### src/rtl/uart_rx_word_fifo.sv
// uart_rx_word_fifo: packs UART bytes MSB-first into 32-bit words and queues them in a FIFO,
// with sticky overflow detection and an optional inter-byte timeout that drops partial words.
module uart_rx_word_fifo #(
    parameter int DEPTH_LOG2     = 4,
    parameter int TIMEOUT_CYCLES = 0
) (
    input  logic                  CLK,
    input  logic                  reset_n,
    input  logic [7:0]            receiver_data,
    input  logic                  receiver_valid,
    input  logic                  pop,
    input  logic                  clear_overflow,
    output logic [31:0]           input_data,
    output logic                  input_ready,
    output logic [DEPTH_LOG2:0]   count,
    output logic [1:0]            byte_phase,
    output logic                  overflow
);
    localparam int IW = TIMEOUT_CYCLES > 1 ? $clog2(TIMEOUT_CYCLES) : 1;

    logic [31:0]           r_mem [2**DEPTH_LOG2];
    logic [DEPTH_LOG2-1:0] r_wr, r_rd;
    logic [DEPTH_LOG2:0]   r_count;
    logic [1:0]            r_phase;
    logic [23:0]           r_sr;
    logic [IW-1:0]         r_idle;
    logic                  r_ovf;
    logic                  w_push, w_pop, w_full, w_wr, w_timeout;

    assign w_push    = receiver_valid && r_phase == 2'd3;
    assign w_pop     = pop && input_ready;
    // count never exceeds the depth, so its MSB alone marks a full FIFO
    assign w_full    = r_count[DEPTH_LOG2];
    assign w_wr      = w_push && (!w_full || w_pop);
    // discard on the edge where the idle count would reach the limit; a byte strobe wins
    assign w_timeout = (TIMEOUT_CYCLES > 0) && !receiver_valid && r_phase != 2'd0
                       && (int'(r_idle) == TIMEOUT_CYCLES - 1);

    always_ff @(posedge CLK or negedge reset_n) begin
        if (!reset_n) begin
            r_wr    <= '0;
            r_rd    <= '0;
            r_count <= '0;
            r_phase <= '0;
            r_sr    <= '0;
            r_idle  <= '0;
            r_ovf   <= 1'b0;
        end else begin
            if (w_wr)
                r_wr <= r_wr + DEPTH_LOG2'(1);
            if (w_pop)
                r_rd <= r_rd + DEPTH_LOG2'(1);
            if (w_wr && !w_pop)
                r_count <= r_count + (DEPTH_LOG2+1)'(1);
            else if (!w_wr && w_pop)
                r_count <= r_count - (DEPTH_LOG2+1)'(1);
            if (receiver_valid)
                r_phase <= r_phase + 2'd1;
            else if (w_timeout)
                r_phase <= 2'd0;
            if (receiver_valid && r_phase != 2'd3)
                r_sr <= {r_sr[15:0], receiver_data};
            else if (w_timeout)
                r_sr <= '0;
            r_idle <= (receiver_valid || r_phase == 2'd0 || w_timeout || TIMEOUT_CYCLES == 0)
                      ? '0 : r_idle + IW'(1);
            if (w_push && w_full && !w_pop)
                r_ovf <= 1'b1;
            else if (clear_overflow)
                r_ovf <= 1'b0;
        end
    end

    always_ff @(posedge CLK) begin
        if (w_wr)
            r_mem[r_wr] <= {r_sr, receiver_data};
    end

    assign input_ready = |r_count;
    assign input_data  = input_ready ? r_mem[r_rd] : '0;
    assign count       = r_count;
    assign byte_phase  = r_phase;
    assign overflow    = r_ovf;
endmodule

### config.mk
export PLATFORM = sky130hd
export DESIGN_NAME = uart_rx_word_fifo
export DESIGN_NICKNAME = d
export VERILOG_FILES = /design/src/rtl/uart_rx_word_fifo.sv
export SDC_FILE = /design/constraint.sdc
export NUM_CORES = 1
export LEC_CHECK = 0
export CORE_UTILIZATION = 60
export CTS_BUF_LIST = sky130_fd_sc_hd__clkbuf_4
export DETAILED_ROUTE_END_ITERATION = 8
export GPL_TIMING_DRIVEN = 0
export HOLD_SLACK_MARGIN = 0.12
export PLACE_DENSITY_LB_ADDON = 0.25
export RECOVER_POWER = 100
export SLEW_MARGIN = 20
export SYNTH_ARGS = -nofsm -noshare
export SYNTH_HDL_FRONTEND = slang
export SYNTH_SLANG_ARGS = --single-unit
### constraint.sdc
create_clock -name CLK -period 4.54 [get_ports CLK]
set_input_delay 1.135 -clock CLK [delete_from_list [all_inputs] [get_ports CLK]]
set_output_delay 1.135 -clock CLK [all_outputs]
set_load 0.01 [all_outputs]
==> metrics.md <==
| Metric | Value |
|---|---|
| Fin crit share | a little over nine tenths |
| Design area | 24700 µm² |
| Post-synthesis sequential area ratio | between 70% and 80% |
| Number of vias in the routed layout | 10800 |
| LEAKAGE | 8.39 nW |
| Reg2Reg Depth | 8 |
| Cell family with most CP delay | buffers and inverters |
| Max VDD drop | 0.000382 V |
| CP Capture Type | output pin |
| Pin count of the biggest net entering global routing | 23 |
| Total Routed Length | 47600 µm |
| Clock-pin slew on the worst setup and hold paths | 0.07 ns |
| WP data arrival | 3.29 ns |
| Hold path start | byte_phase[0] |
| Rows | 68 |
| Die Footprint | 36300 µm² |
| Worst flop-to-flop path startpoint | byte_phase[0] |
| Antenna violations before repair | 1 |
| Async set or reset register ratio after synthesis | just over 7% |
| Slew headroom | -46.5% |
| Largest stage delay on the critical path | 0.51 ns |
| Hold Fails Final Rpt | 0 |
| Initial drt markers | approximately 1200 |
| #FFs+latches synth | 552 |
| Syn nets | 965 |
| Max-cap violations | 7 |
| Via density per instance | 6.27 |
| CP max stage cell | mux4_2 |
| Synthesized area per cell | 22.7 µm² |
| Yosys top cell by area | edfxtp_1 |
| Port buffer count | 53 |
| Die height | 190 µm |
| Root buf cell | clkbuf_4 |
| Final min period | around 4.4 ns |
| Critical path startpoint category | flip-flop |
| DP HPWL | between 20000 and 30000 µm |
| Layout cell share with drive strength beyond 1 | 37.4% |
| Unrepaired setup endpoints after global routing | no |
| Most numerous cell in the Yosys netlist | edfxtp_1 |
| First-pass GRT wire length | 70700 µm |
| Commonest cells in the netlist | edfxtp_1 (512), mux4_2 (128), mux2_2 (58), dfrtp_1 (40), a221o_1 (30) |
| Crit-path cells | buf_4 -> buf_12 -> buf_12 -> mux4_2 -> mux2_2 -> a221o_1 -> clkdlybuf4s50_1 |
| Vias in the first global route | 11500 |
| Final WS setup | ~0.11 ns |
| Run status | finished with violations |
| CP Launch Point | r_rd[1] |
| Final total power | around 16 mW |
| R2R setup slack | 0.70 ns |
| CP Class | reg -> out |
| Largest cells by area after synthesis | edfxtp_1 (72%), mux4_2 (14%), dfrtp_1 (4.7%) |
| Congestion Overflow GR | 0 |
| CP required | approximately 3.4 ns |
| Synthesized area | 21300 µm² |
| Finished Core Util | 71.3% |
| Per-cell routed wire length | 27.5 µm |
| Clock sinks | 552 |
| Yosys warns | 0 |
| CTS HTree Levels | 4 |
| Clock Skew | about 0.034 ns |
| Final setup vio count | 0 |
| Residual DRC | 0 |
| Overall die width | 190 µm |
| HP Class | reg -> reg |
| Post-CTS Hold Buffers | 0 |
| Slew @ Worst Pin | 2.19 ns |
| Max Transition Viols Final | between 100 and 150 |
| Dpl ws | roughly 0.22 ns |
| Hold path depth | 1 |
| Synth unique cells | 36 |
| Hold Path Sink | byte_phase[0] |
| CP most frequent cell | buf_12 |
| Failing checks | max-capacitance violations, max-slew violations |
| Worst-Skew Late Latency | 0.80 ns |
| R2R Path End | r_mem[2][5] |
| Buffers and inverters on the worst path | 4 |
| Mapped Cells | between 900 and 1000 |
| Crit Path Max Fanout | 10 |
| Post-synth EDFFs | 512 |
| Total GRT Usage | between 20% and 30% |
| Fill count | 2119 |
| Post-route ant nets | 0 |
| Area delta synth->final | 16.0% |
| IO Pins | 54 |
| Detailed Routing Iterations Pass 1 | 5 |
| TritonCTS clock tree | built |
| Final nets | 1201 |
| Most common flop cell mapped by yosys | edfxtp_1 |
| Clock buffer count from CTS | 139 |
| Core Box Area | ~35000 µm² |
| Dpl cell area | 23100 µm² |
| Pwr per Cell Area | about 650 nW/µm² |
| F_max | approximately 230 MHz |
| Clock buffer depth | 3 |
| RePlAce Congestion | a little under 0.8 |
| Top-area cell type share of the netlist area | 72.1% |
| Initial core utilization | 61.4% |
==> flip-flops by register name, summed over array words and instances (netlist names) <==
| signal | count |
|---|---|
| r_sr | 24 |
| r_wr | 4 |
| overflow | 1 |
| count | 5 |
| r_mem | 512 |
| byte_phase | 2 |
| r_rd | 4 |
==> final cells by class <==
type | instances | area, µm² | share of cell area, %
sequential | 552 | 16400 | 66.2
multi-input combinational | 330 | 4660 | 18.8
clock buffer | 204 | 1530 | 6.19
timing repair buffer | 96 | 911 | 3.68
tap | 455 | 569 | 2.30
buffer | 48 | 438 | 1.77
clock inverter | 35 | 216 | 0.875
inverter | 9 | 33.8 | 0.137
antenna | 1 | 2.50 | 0.0101
==> metrics by stage <==
step,hold slack [ns],cells,setup TNS [ns]
floorplan,0.527,940,0
global placement,0.489,1448,-974.57
detailed placement,0.513,1483,0
CTS,0.258,1724,0
global route,0.535,1730,0
finish,0.514,1730,0
==> what timing repair did <==
| action | CTS | global route |
|---|---|---|
| setup buffers | 2 | 5 |
| pin swaps | 2 | 0 |
| setup endpoints to repair | 32 | 27 |
| gates cloned | 1 | 0 |
| gates resized for setup | 66 | 24 |
==> logic make-up (layout without fill, tap and decap cells) <==
logic type      count (synthesis)  after routing  synth area share, %
compound gates                 47             47                 2.00
xor+xnor                       10             10                0.411
fa+ha+maj                      12             12                0.740
buf+inv                        58            392                 1.41
flops                         552            552                 76.8
mux                           186            186                 16.6
other cells                     0              1                    0
simple gates                   75             75                 2.01
==> routing by layer <==
metal  vias to the layer above  track usage (%)  share of wire [%]
met1                      5657             38.7                 40
met3                       104             5.91                7.8
met2                       579             43.4                 49
met4                         2             11.4                2.4
met5                         -            0.962              0.097
li1                       4504                -                  -
==> power by group <==
group	total (mW)	switching (mW)	internal (mW)
combinational	4.98	2.37	2.61
sequential	7.03	0.652	6.38
clock	4.12	1.90	2.22
==> layout by cell type, fill, tap and decap left out, types with 3 or more instances in the layout <==
master           synthesis  routed
clkbuf_4                 0     207
nor2_2                   0       4
buf_2                   18       3
mux4_2                 128     128
buf_12                   0       6
dlygate4sd2_1            0       5
o21ai_0                  5       4
dfrtp_1                 40      39
clkbuf_1                16      28
nor2_1                  14      10
inv_2                    0       3
buf_4                    0      24
o2111ai_1                3       3
nand3_1                  5       5
clkinv_1                 0      24
buf_6                    8       8
mux2_2                  58      58
dlymetal6s2s_1           0       9
buf_16                   0       6
clkbuf_2                 1       9
clkdlybuf4s25_1          0       5
clkinv_2                 0       5
inv_1                    9       9
xnor2_1                  7       7
clkdlybuf4s50_1          0      12
bufinv_16                0       3
clkbuf_8                 0       4
nand2_1                 11      11
nor2b_1                 23      23
xor2_1                   3       3
and2b_1                 11      11
a221o_1                 30      30
nor3_1                   4       4
ha_1                    11      11
edfxtp_1               512     512
dlygate4sd3_1            0      18
==> how the worst max path moves through the flow <==
stage / cells after the start / slack [ns] / to
final: 7 / 0.11 / input_data[7]
after global routing: 7 / 0.003 / input_data[24]
after floorplan: 4 / 0.02 / r_mem[3][0]
after CTS: 7 / 0.002 / input_data[10]
after global placement: 5 / -3.47 / r_mem[3][5]
after detailed placement: 6 / 0.22 / input_data[16]
(Power assumes the default switching activity.)
